==> src/rtl/cache_miss_ctrl_pkg.sv <==
// Shared field widths, metadata layout, FSM encoding and debug view for the
// cache miss controller.
package cache_miss_ctrl_pkg;

  localparam int ADDR_W   = 16;
  localparam int TAG_W    = 6;
  localparam int SET_W    = 6;
  localparam int OFF_W    = 4;
  localparam int NUM_SETS = 1 << SET_W;
  localparam int META_W   = 8;
  localparam int DATA_W   = 16;
  localparam int CNT_W    = 3;

  typedef enum logic [1:0] {
    ST_IDLE    = 2'd0,
    ST_FILL    = 2'd1,
    ST_META_WR = 2'd2
  } state_e;

  // Metadata byte: tag [7:2], LRU [1] (1 = least recently used), valid [0].
  typedef struct packed {
    logic [TAG_W-1:0] tag;
    logic             lru;
    logic             valid;
  } meta_t;

  typedef struct packed {
    state_e            state;
    logic              victim;
    logic [CNT_W-1:0]  issue_cnt;
    logic [CNT_W-1:0]  recv_cnt;
    logic              fill_overrun;
    logic [ADDR_W-1:0] miss_addr;
  } dbg_t;

  // Empty ways are filled first, then the way flagged least recent.
  function automatic logic pick_victim(input meta_t m0, input meta_t m1);
    if (!m0.valid)   return 1'b0;
    else if (!m1.valid) return 1'b1;
    else if (m0.lru) return 1'b0;
    else if (m1.lru) return 1'b1;
    else             return 1'b0;
  endfunction

  function automatic logic [META_W-1:0] mru_meta(input logic [TAG_W-1:0] tag);
    return {tag, 2'b11};
  endfunction

endpackage

==> src/rtl/cache_miss_ctrl_fill_counter.sv <==
// Small word counter with synchronous clear and count enable; used to track
// issued reads and received words during a block fill.
module fill_counter
  import cache_miss_ctrl_pkg::*;
#(
  parameter int W = CNT_W
) (
  input  logic         clk,
  input  logic         rst,
  input  logic         clr,
  input  logic         en,
  output logic [W-1:0] cnt
);

  logic [W-1:0] cnt_q;
  logic [W-1:0] cnt_d;

  always_comb begin
    cnt_d = cnt_q;
    if (clr)     cnt_d = '0;
    else if (en) cnt_d = cnt_q + 1'b1;
  end

  always_ff @(posedge clk) begin
    if (rst) cnt_q <= '0;
    else     cnt_q <= cnt_d;
  end

  assign cnt = cnt_q;

endmodule

==> src/rtl/cache_miss_ctrl.sv <==
// Two-way cache miss controller: hit detection and MRU update, block fill from
// memory into the chosen victim way, and the closing metadata write.
module cache_miss_ctrl
  import cache_miss_ctrl_pkg::*;
#(
  parameter int MEM_LAT   = 4,
  parameter int BLK_WORDS = 8
) (
  input  logic                clk,
  input  logic                rst,
  input  logic                req_valid,
  input  logic [ADDR_W-1:0]   req_addr,
  input  logic [META_W-1:0]   meta0,
  input  logic [META_W-1:0]   meta1,
  output logic                hit,
  output logic                hit_way,
  output logic                stall,
  output logic [NUM_SETS-1:0] set_en,
  output logic                meta_wr0,
  output logic                meta_wr1,
  output logic [META_W-1:0]   meta_din,
  output logic                mem_rd,
  output logic [ADDR_W-1:0]   mem_addr,
  input  logic                mem_vld,
  input  logic [DATA_W-1:0]   mem_data,
  output logic                dwr_en,
  output logic                dwr_way,
  output logic [CNT_W-1:0]    dwr_off,
  output logic [DATA_W-1:0]   dwr_data,
  output dbg_t                dbg
);

  localparam logic [CNT_W-1:0] LAST_WORD    = CNT_W'(BLK_WORDS - 1);
  localparam logic [7:0]       FILL_CYC_MAX = 8'(BLK_WORDS + MEM_LAT - 1);

  state_e            state_q, state_d;
  logic              victim_q, victim_d;
  logic [ADDR_W-1:0] miss_addr_q, miss_addr_d;
  logic              mem_rd_q, mem_rd_d;
  logic [7:0]        fill_cyc_q, fill_cyc_d;
  logic              overrun_q, overrun_d;

  logic [CNT_W-1:0]  issue_cnt;
  logic [CNT_W-1:0]  recv_cnt;
  logic              cnt_clr;
  logic              issue_en;
  logic              recv_en;

  meta_t             m0, m1;
  logic [TAG_W-1:0]  req_tag;
  logic [SET_W-1:0]  req_set;
  logic [TAG_W-1:0]  miss_tag;
  logic [SET_W-1:0]  miss_set;
  logic              hit0, hit1;
  logic              in_idle, in_fill, in_meta;
  logic              miss_start;
  logic              idle_hit;
  logic              last_rx;

  assign m0       = meta0;
  assign m1       = meta1;
  assign req_tag  = req_addr[ADDR_W-1 -: TAG_W];
  assign req_set  = req_addr[OFF_W +: SET_W];
  assign miss_tag = miss_addr_q[ADDR_W-1 -: TAG_W];
  assign miss_set = miss_addr_q[OFF_W +: SET_W];

  // Way0 takes priority when both ways claim the tag.
  assign hit0    = m0.valid & (m0.tag == req_tag);
  assign hit1    = m1.valid & (m1.tag == req_tag);
  assign hit     = req_valid & (hit0 | hit1);
  assign hit_way = ~hit0 & hit1;

  assign in_idle    = (state_q == ST_IDLE);
  assign in_fill    = (state_q == ST_FILL);
  assign in_meta    = (state_q == ST_META_WR);
  assign miss_start = in_idle & req_valid & ~hit;
  assign idle_hit   = in_idle & hit;
  assign last_rx    = in_fill & mem_vld & (recv_cnt == LAST_WORD);

  // Counters hold at the last word so they never wrap inside one fill.
  assign cnt_clr  = miss_start;
  assign issue_en = in_fill & mem_rd_q & (issue_cnt != LAST_WORD);
  assign recv_en  = in_fill & mem_vld & (recv_cnt != LAST_WORD);

  fill_counter #(.W(CNT_W)) u_issue_cnt (
    .clk (clk),
    .rst (rst),
    .clr (cnt_clr),
    .en  (issue_en),
    .cnt (issue_cnt)
  );

  fill_counter #(.W(CNT_W)) u_recv_cnt (
    .clk (clk),
    .rst (rst),
    .clr (cnt_clr),
    .en  (recv_en),
    .cnt (recv_cnt)
  );

  always_comb begin
    state_d     = state_q;
    victim_d    = victim_q;
    miss_addr_d = miss_addr_q;
    mem_rd_d    = mem_rd_q;
    fill_cyc_d  = fill_cyc_q;
    overrun_d   = overrun_q;
    case (state_q)
      ST_IDLE: begin
        if (miss_start) begin
          state_d     = ST_FILL;
          victim_d    = pick_victim(m0, m1);
          miss_addr_d = req_addr;
          mem_rd_d    = 1'b1;
          fill_cyc_d  = '0;
          overrun_d   = 1'b0;
        end
      end
      ST_FILL: begin
        mem_rd_d = mem_rd_q & (issue_cnt != LAST_WORD);
        if (fill_cyc_q != '1) fill_cyc_d = fill_cyc_q + 1'b1;
        // Sticky flag: memory took longer than its nominal latency.
        if (fill_cyc_q == FILL_CYC_MAX) overrun_d = 1'b1;
        if (last_rx) begin
          state_d  = ST_META_WR;
          mem_rd_d = 1'b0;
        end
      end
      ST_META_WR: begin
        state_d = ST_IDLE;
      end
      default: begin
        state_d  = ST_IDLE;
        mem_rd_d = 1'b0;
      end
    endcase
  end

  always_ff @(posedge clk) begin
    if (rst) begin
      state_q     <= ST_IDLE;
      victim_q    <= 1'b0;
      miss_addr_q <= '0;
      mem_rd_q    <= 1'b0;
      fill_cyc_q  <= '0;
      overrun_q   <= 1'b0;
    end else begin
      state_q     <= state_d;
      victim_q    <= victim_d;
      miss_addr_q <= miss_addr_d;
      mem_rd_q    <= mem_rd_d;
      fill_cyc_q  <= fill_cyc_d;
      overrun_q   <= overrun_d;
    end
  end

  always_comb begin
    set_en = '0;
    if (!rst) set_en[req_set] = 1'b1;
  end

  // Strobes are held low while reset is asserted, whatever the state.
  assign stall    = ~rst & (miss_start | in_fill | in_meta);
  assign meta_wr0 = ~rst & ((idle_hit & ~hit_way) | (in_meta & ~victim_q));
  assign meta_wr1 = ~rst & ((idle_hit &  hit_way) | (in_meta &  victim_q));

  always_comb begin
    meta_din = '0;
    if (!rst) begin
      if (in_meta)       meta_din = mru_meta(miss_tag);
      else if (idle_hit) meta_din = mru_meta(req_tag);
    end
  end

  assign mem_rd   = ~rst & mem_rd_q;
  assign mem_addr = mem_rd ? {miss_tag, miss_set, issue_cnt, 1'b0} : '0;

  assign dwr_en   = ~rst & in_fill & mem_vld;
  assign dwr_way  = victim_q;
  assign dwr_off  = recv_cnt;
  assign dwr_data = dwr_en ? mem_data : '0;

  always_comb begin
    dbg              = '0;
    dbg.state        = state_q;
    dbg.victim       = victim_q;
    dbg.issue_cnt    = issue_cnt;
    dbg.recv_cnt     = recv_cnt;
    dbg.fill_overrun = overrun_q;
    dbg.miss_addr    = miss_addr_q;
  end

endmodule

==> config.mk <==
export PLATFORM = sky130hd
export DESIGN_NAME = cache_miss_ctrl
export DESIGN_NICKNAME = d
export VERILOG_FILES = /design/src/rtl/cache_miss_ctrl_pkg.sv /design/src/rtl/cache_miss_ctrl_fill_counter.sv /design/src/rtl/cache_miss_ctrl.sv
export SDC_FILE = /design/constraint.sdc
export NUM_CORES = 1
export LEC_CHECK = 0
export CAP_MARGIN = 20
export CORE_MARGIN = 5
export CORE_UTILIZATION = 34
export CTS_BUF_LIST = sky130_fd_sc_hd__clkbuf_16
export CTS_CLUSTER_DIAMETER = 80
export DETAILED_ROUTE_END_ITERATION = 12
export PLACE_DENSITY = 0.87
export RECOVER_POWER = 100
export SLEW_MARGIN = 40
export SYNTH_ARGS = -nofsm -noshare
export SYNTH_HDL_FRONTEND = slang
export SYNTH_HIERARCHICAL = 1
export SYNTH_SLANG_ARGS = --single-unit
==> constraint.sdc <==
create_clock -name clk -period 2.4 [get_ports clk]
set_input_delay 0.24 -clock clk [delete_from_list [all_inputs] [get_ports clk]]
set_output_delay 0.24 -clock clk [all_outputs]
set_load 0.005 [all_outputs]
# == After elaboration in Yosys (flattened, before gate mapping) ==
# Cells that the tools add are included.
# word_totals
elab_cells,93
in_bits,52
output_inout_bits,141
ff_bits,35
# op_classes
n_reduce_logical,9
n_eq_ne,13
n_addsub,3
n_lt_le_gt_ge,2
muxes,24
bitwise_logic,34
# ops
operator,n
$mux W64,1
$mux W8,5
$mux W16,2
$and A1 B1 Y1,23
$pmux W8 S2,1
$eq A6 B6 Y1,2
$mux W1,9
$add A8 B1 Y8 const B,1
$eq A8 B4 Y1 const B,1
$ne A2 B1 Y1 const B,4
$ne A8 B8 Y1 const B,1
$lt A6 B7 Y1 const B,1
$add A3 B1 Y3 const B,2
$demux W1 S6,1
$ge A6 B1 Y1 const B,1
$ne A3 B3 Y1 const B,2
$not A1 Y1,6
$reduce_and A2 Y1,3
$reduce_and A3 Y1,2
$or A1 B1 Y1,5
$mux W2,2
$pmux W2 S2,1
$eq A3 B3 Y1 const B,1
$pmux W1 S3,1
7 further kinds,7

# == Logic depth before layout (Yosys ltp) ==
# depth
ltp_word,9
depth_mapped,8
mapped_depth_nobuf,7

# == Cells and area by module ==
# Netlist, hierarchy kept.
# modules_own_cells
module,seq_area_each_um2,n_inst,area_per_inst_um2,cells_per_inst
cache_miss_ctrl,580.6,1,2243.4,342
fill_counter,60.1,2,127.6,12

# == Worst setup path after synthesis ==
# No wires, ideal clock.
# synth_timing
path_kind,input port to output port
from,input req_addr[12]
to,output meta_din[1]
path_stages,6
slack_ps,609
arrival_ps,1551
n_path_buf,1
required_ps,2160
cell_sequence,xor2_1 > or4_4 > a21boi_2 > nor2_1 > nor2_1 > buf_4
# synth_via
elab_chain_len,8
word_cells_on_any_way,10
cone_classes,eq/ne: 2; mux: 3; bitwise: 5
# synth_rtl
item,line,rtl
from (decl),cache_miss_ctrl.sv:12,"input logic [ADDR_W-1:0] req_addr,"
$eq A6 B6 Y1 (on tied branches),"cache_miss_ctrl.sv:68, cache_miss_ctrl.sv:69",
$and A1 B1 Y1 (on tied branches),"cache_miss_ctrl.sv:68, cache_miss_ctrl.sv:69",
$or A1 B1 Y1 (*),cache_miss_ctrl.sv:70,assign hit = req_valid & (hit0 | hit1);
$and A1 B1 Y1 (*),cache_miss_ctrl.sv:70,
$and A1 B1 Y1 (*),cache_miss_ctrl.sv:77,assign idle_hit = in_idle & hit;
$mux W8 (*),cache_miss_ctrl.sv:171,else if (idle_hit) meta_din = mru_meta(req_tag);
$mux W8 (*),cache_miss_ctrl.sv:170,if (in_meta) meta_din = mru_meta(miss_tag);
$mux W8 (*),cache_miss_ctrl.sv:169,if (!rst) begin
to (decl),cache_miss_ctrl.sv:21,"output logic [META_W-1:0] meta_din,"
# Every way passes the cells marked *; elsewhere a longest branch is shown, timed or not.

# == Worst setup path after layout ==
# layout_timing
from,input meta1[4]
to,output meta_din[4]
# layout_via
elab_chain_len,8
# layout_rtl
item,line,rtl
from (decl),cache_miss_ctrl.sv:14,"input logic [META_W-1:0] meta1,"
$eq A6 B6 Y1,cache_miss_ctrl.sv:69,assign hit1 = m1.valid & (m1.tag == req_tag);
$and A1 B1 Y1,cache_miss_ctrl.sv:69,
$or A1 B1 Y1,cache_miss_ctrl.sv:70,
$and A1 B1 Y1,cache_miss_ctrl.sv:70,
$and A1 B1 Y1,cache_miss_ctrl.sv:77,
$mux W8,cache_miss_ctrl.sv:171,
$mux W8,cache_miss_ctrl.sv:170,
$mux W8,cache_miss_ctrl.sv:169,
# Every way passes these cells.

==> impl_metrics.py <==
metrics = {
    "synth": {
        "synth_xor_area_share_pct": 5.258,
        "avgSynthCellArea_um2": 6.827,
        "synthCells": 366,
        "syn_nets": 421,
        "synthAdderAreaFrac_pct": 1.502,
        "ys_seq_elements": 35,
        "synth_top_family_by_area": "simple AND/OR/NAND/NOR gates",
        "synthSimpleGateAreaFrac_pct": 43.01,
        "syn-cell-area_um2": 2499,
        "seq_area_frac_synth_pct": 28.04,
        "synthMuxAreaShare_pct": 2.404,
        "synth_compound_area_share_pct": 13.22,
        "synthDistinctLibCells": 42,
        "yosys_warnings": 6,
    },
    "placement": {
        "gp_congestion": 0.9246,
        "post-place-ws_ps": -430.5,
        "place_hpwl_mm": 8.995,
        "post_dp_cell_area_um2": 4633,
        "port_buffers": 191,
    },
    "floorplanning": {
        "io_pins": 193,
        "die_height_um": 95.73,
        "start_util_pct": 34.63,
        "core_area_um2": 7214,
        "floorplan.rows": 31,
        "die_w_um": 95.73,
        "dieArea_um2": 9163,
    },
    "setup_path": {
        "worstPathRequired_ps": 2160,
        "critical-path-max-stage-delay_ps": 570,
        "cp.buffers_inverters": 6,
        "cp-end-kind": "output pin",
        "critPathMostFrequentCell": "buf_6",
        "critPathArrivalTime_ps": 2120,
        "cp_slowest_cell": "or4_4",
        "crit_chain": "dlygate4sd2_1 > xor2_1 > or4_4 > a21boi_4 > buf_6 > buf_6 > buf_6 > buf_6 > a22oi_2 > nor2_1 > buf_2",
        "worstSetupPathType": "in -> out",
        "cp_top_family": "buffers and inverters",
        "crit_fanout": 5,
        "cp-start-kind": "input pin",
    },
    "global_route": {
        "grt_pass1_vias": 3428,
        "grt_use_met2_pct": 45.22,
        "grt_pass1_wl_mm": 17.75,
        "grt_use_met1_pct": 26.70,
        "grt_max_degree": 30,
        "grt.busiest_layer": "met2",
        "antenna_found_initial": 1,
        "grtUsageTotal_pct": 24.89,
        "grt_overflow": 0,
        "grt_util_met3_pct": 8.522,
    },
    "final_layout": {
        "nNetsFinal": 632,
        "mostFrequentLayoutCell": "clkdlybuf4s50_1",
        "drive_gt1_share_pct": 12.46,
        "final_area_um2": 4807,
        "area_growth_pct": 92.39,
        "final_cell_mix": "clkdlybuf4s50_1, nor2_1, dlygate4sd3_1",
    },
    "clocking": {
        "tritoncts": "yes",
        "h-tree-depth": 2,
        "clock_latency_ps": 280,
        "clk_path_buf_depth": 2,
        "cts_buffers": 5,
        "clk_pin_slew_ps": 60,
        "numClockSinks": 35,
        "root_buffer": "clkbuf_16",
    },
    "timing": {
        "slew_viol_final": 0,
        "whs_ps": 368.9,
        "period_needed_ps": 2364,
        "worst_slack_ps": 36.12,
        "slew_headroom_pct": 59.21,
        "worst_pin_slew_ps": 608.9,
        "skew_ps": 6.770,
        "rsz0062_at_grt": "no",
        "hold_viol": 0,
        "setup_violations": 0,
        "fin_crit_sh_pct": 98.49,
        "timing.fmax_ghz": 0.4230,
    },
    "detailed_routing": {
        "wl_per_cell_um": 17.00,
        "drt_iter0_drc": 206,
        "vias": 3406,
        "drt_wl_total_mm": 11.53,
        "drc": 0,
        "antenna_left": 0,
        "via_per_inst": 5.024,
        "drt_first_pass_iters": 5,
    },
    "power": {
        "finalPower_mw": 1.679,
        "vdd_drop_max_mv": 0.3781,
        "powerDensity_nw_per_um2": 349.3,
        "p_leak_nw": 2.056,
    },
    "hold_path": {
        "hp-class": "in -> reg",
    },
    "job": {
        "drv_cap": 0,
    },
    "status": {
        "status": "finished clean",
    },
}
-- stage by stage --
stage	TNS, ps	util, %	cells
after floorplan	0	-	366
after global placement	-6164	64.22	659
after detailed placement	-7796	64.22	659
after CTS	0	67.20	677
after global routing	0	66.63	678
final	0	66.63	678
-- cell families after synthesis --
kind of cell | after synthesis
AO/OA/AOI/OAI | 51
XOR/XNOR | 15
adder cells (fa/ha/maj) | 3
buffers and inverters | 33
flip-flops | 35
multiplexers | 6
other | 1
AND/OR/NAND/NOR | 222
-- power by group --
part | leakage, nW | switching, mW | internal (mW) | total [mW]
sequential | 0.286 | 0.0228 | 0.607 | 0.630
clock | 0.0664 | 0.258 | 0.388 | 0.646
combinational | 1.70 | 0.190 | 0.214 | 0.404
total | 2.06 | 0.471 | 1.21 | 1.68
-- cells in the mapped netlist --
cell type | instances | share of area [%]
xnor2_1 | 8 | 2.8
a21boi_2 | 1 | 0.45
nor2_1 | 80 | 12
a41oi_1 | 1 | 0.35
buf_4 | 9 | 2.7
and2_1 | 32 | 8.0
a22oi_1 | 7 | 2.1
or4_4 | 2 | 0.90
mux2i_1 | 6 | 2.4
a31oi_4 | 1 | 0.85
nor2b_1 | 11 | 2.8
nor4_1 | 3 | 0.75
conb_1 | 1 | 0.15
ha_1 | 3 | 1.5
a21oi_1 | 24 | 4.8
nand2_1 | 43 | 6.5
buf_2 | 2 | 0.40
xor2_1 | 7 | 2.5
nand3_2 | 1 | 0.40
nor3b_1 | 1 | 0.30
a21boi_0 | 1 | 0.30
dfxtp_1 | 35 | 28
o21ai_1 | 5 | 1.0
nor3_1 | 11 | 2.2
inv_2 | 1 | 0.15
or2_2 | 4 | 1.0
a211oi_2 | 1 | 0.50
buf_1 | 2 | 0.30
inv_1 | 4 | 0.60
or3_1 | 4 | 1.0
a32oi_1 | 1 | 0.35
or2_1 | 2 | 0.50
o21ai_0 | 1 | 0.20
nand3_1 | 11 | 2.2
nand4_1 | 3 | 0.75
nand2b_1 | 6 | 1.5
and4_1 | 1 | 0.35
nand3b_1 | 3 | 0.90
and3_1 | 4 | 1.0
a31oi_1 | 6 | 1.5
clkbuf_1 | 15 | 2.3
a21bo_2 | 2 | 0.80
-- cell type report --
class	count	area, µm²
clock inverter	3	23.77
tap	99	123.9
antenna	1	2.502
multi-input combinational	298	1653
fill	602	2407
inverter	5	18.77
sequential	35	701.9
clock buffer	5	125.1
timing repair buffer	232	2158
-- repair_timing --
action,4_1_cts,5_1_grt
hold buffers,0,0
resized for setup,63,14
buffers inserted,10,0
endpoints found under the setup margin,13,26
hold endpoints to repair,0,0
pin swaps,15,9
-- tightest hold or removal path: cells and delay by family --
| kind | cells | cell delay [ps] |
|---|---|---|
| buffers and inverters | 2 | 270 |
| AND/OR/NAND/NOR | 1 | 50 |
| AO/OA/AOI/OAI | 1 | 50 |
-- final timing paths --
path / startpoint / end / slack, ps / depth (start not counted)
setup / recovery: meta1[4] / meta_din[4] / 40 / 11
hold reg to reg: miss_addr_q[6] / miss_addr_q[6] / 470 / 2
hold / removal: req_addr[13] / miss_addr_q[13] / 370 / 4
setup reg to reg: state_q[1] / miss_addr_q[2] / 430 / 8
-- layer usage --
metal | routed length, µm | vias to the layer above | part of all wire, %
met4 | 424 | 0 | 3.7
met2 | 5982 | 169 | 52
met1 | 4087 | 1572 | 35
li1 | - | 1632 | -
met3 | 1031 | 33 | 8.9
met5 | 0 | - | 0
-- flip-flops by register name (all words and copies together), names as in the netlist --
register         cells
dwr_way              1
fill_cyc_q           8
mem_rd_q             1
miss_addr_q         16
overrun_q            1
state_q              2
u_issue_cnt/cnt      3
u_recv_cnt/cnt       3
(Power assumes the default switching activity.)
==> RTL change, RTL diff (same settings) <==
Register the output `dbg`; this adds one clock of latency there. The other outputs are not delayed to match.
--- a/src/rtl/cache_miss_ctrl.sv
+++ b/src/rtl/cache_miss_ctrl.sv
@@ -34,4 +34,6 @@
   localparam logic [7:0]       FILL_CYC_MAX = 8'(BLK_WORDS + MEM_LAT - 1);
 
+  dbg_t dbg_d;
+
   state_e            state_q, state_d;
   logic              victim_q, victim_d;
@@ -182,11 +184,15 @@
 
   always_comb begin
-    dbg              = '0;
-    dbg.state        = state_q;
-    dbg.victim       = victim_q;
-    dbg.issue_cnt    = issue_cnt;
-    dbg.recv_cnt     = recv_cnt;
-    dbg.fill_overrun = overrun_q;
-    dbg.miss_addr    = miss_addr_q;
+    dbg_d            = '0;
+    dbg_d.state        = state_q;
+    dbg_d.victim       = victim_q;
+    dbg_d.issue_cnt    = issue_cnt;
+    dbg_d.recv_cnt     = recv_cnt;
+    dbg_d.fill_overrun = overrun_q;
+    dbg_d.miss_addr    = miss_addr_q;
+  end
+
+  always_ff @(posedge clk) begin
+    dbg <= dbg_d;
   end
 
Function: changed (a bounded check fails within 4 cycles, from zero or initial values and one cycle with rst high).
==> RTL change against the unedited design <==
Sequential cell count grew 26. Largest power group unchanged. Wire length up 6.4%. Sequential power grew 73%. Clock skew shrank 0.0036 ns. Total power up 79%. Worst setup slack improved by 0.011 ns. Critical endpoint is now meta_din[3]. Via count is 12% higher. Synthesized area up 29%. Fmax rose by 0.48%. Die area increased by 26%. Final area grew 24%. Global-route usage fell by 4.2 points. Clock power rose by 120%. Combinational power is 26% higher.
==> RTL change: results (changes against the unedited design) <==
routabilityCongestion: 0.963  # +4.1%
worstHoldPathType: "register to register"
gr-usage-met3: 0.0720  # -0.0132
tightestPinTransition_ns: 0.880  # +0.271 ns
grt_pass1_wl_um: 19300  # +8.6%
n_antenna_cell: 0  # -1
irDropWorstVdd_mv: 0.380  # +0.46%
ys_types: 48  # +14%
status: "finished, final reports clean"
drt-total-wl_um: 12300  # +6.4%
postCtsResizedCells: 29  # -54%
comb_power_share: 0.169  # -0.071
drive_above_1_share: 0.156  # +0.0316
grt_pass1_vias: 4017  # +17%
rr_worst_depth: 5  # -3
final_nets: 684  # +8.2%
routed-wl-met3_um: 1110  # +8.1%
dr_wl_met2_um: 6110  # +2.1%
place_ws_ns: -0.344  # +0.0864 ns
numCtsBuffers: 9  # +4
dp_hpwl_um: 9380  # +4.3%
syn_nets: 457  # +8.6%
p_sw_frac: 0.254  # -0.0265
ys_top_cells_by_count: "nor2_1, dfxtp_1, nand3_1"
insertion_delay_ns: 0.32  # +0.04 ns
drt_pre_antenna_iters: 4  # -1
p_seq_uw: 1090  # +73%
drtIter0Drc: 134  # -35%
worstHoldPathCells: 0  # -4
finClkSkew_ns: 0.00316  # -0.00361 ns
grt_usage: 0.207  # -0.0423
wl_met1_um: 4760  # +17%
synthTopCellsByArea: "dfxtp_1, nor2_1, nand3_1, a21oi_1, and3_1"
grt_use_met1: 0.228  # -0.0394
cts_max_level: 3  # +1
vias_per_cell: 4.99  # -0.73%
met2_usage: 0.362  # -0.0903
[RTL change: changes by cell type in the layout (fill, tap and decap cells not counted), sizes merged, moves of 15 or more]
cell,unedited run,this run
dlygate4sd3,65,32
and2,32,16
dfxtp,35,61
nand3,12,27
nand2,43,22
clkdlybuf4s50,92,138
o21ai,6,26
[RTL change: critical path: stages]
cell	delay [ns]
clkdlybuf4s50_1	0.43
xor2_1	0.16
nand4b_4	0.19
nor4_4	0.24
o21ai_4	0.13
buf_4	0.17
a211oi_2	0.26
dlygate4sd2_1	0.27
[RTL change: area by class of cell]
cell class                      instances  area, um2
Timing Repair Buffer                  243       2280
Multi-Input combinational cell        302       1910
Clock buffer                            9        225
Fill cell                             742       3290
Tap cell                              129        161
Inverter                               12       45.0
Clock inverter                          7        105
Sequential cell                        61       1220
[RTL change: cells by family after synthesis]
family / count (synthesis) / share of synthesized area
muxes: 10 / 0.0310
xor gates and xnor gates: 15 / 0.0499
DFF: 61 / 0.378
other: 1 / 0.00116
buffers and inverters: 39 / 0.0608
adders and majority gates: 3 / 0.0116
AOI/OAI and AO/OA: 73 / 0.149
and+or+nand+nor: 200 / 0.319
[RTL change: final timing paths]
check	slack [ns]	end	from
worst min-delay path	0.35	dbg[3]$_DFF_P_	miss_addr_q[3]$_SDFFE_PP0P_
worst max register to register	0.32	miss_addr_q[5]$_SDFFE_PP0P_	state_q[1]$_SDFFE_PP0P_
worst max-delay path	0.05	meta_din[3]	meta1[5]
worst min register to register	0.35	dbg[3]$_DFF_P_	miss_addr_q[3]$_SDFFE_PP0P_
[RTL change: metrics by stage]
stage               total power [uW]  cell area (um2)  instances
global placement                1610             5520        742
CTS                             3050             5930        762
global route                    3140             5950        763
finish                          3010             5950        763
detailed placement              1620             5520        742
floorplan                       1330             3230        402
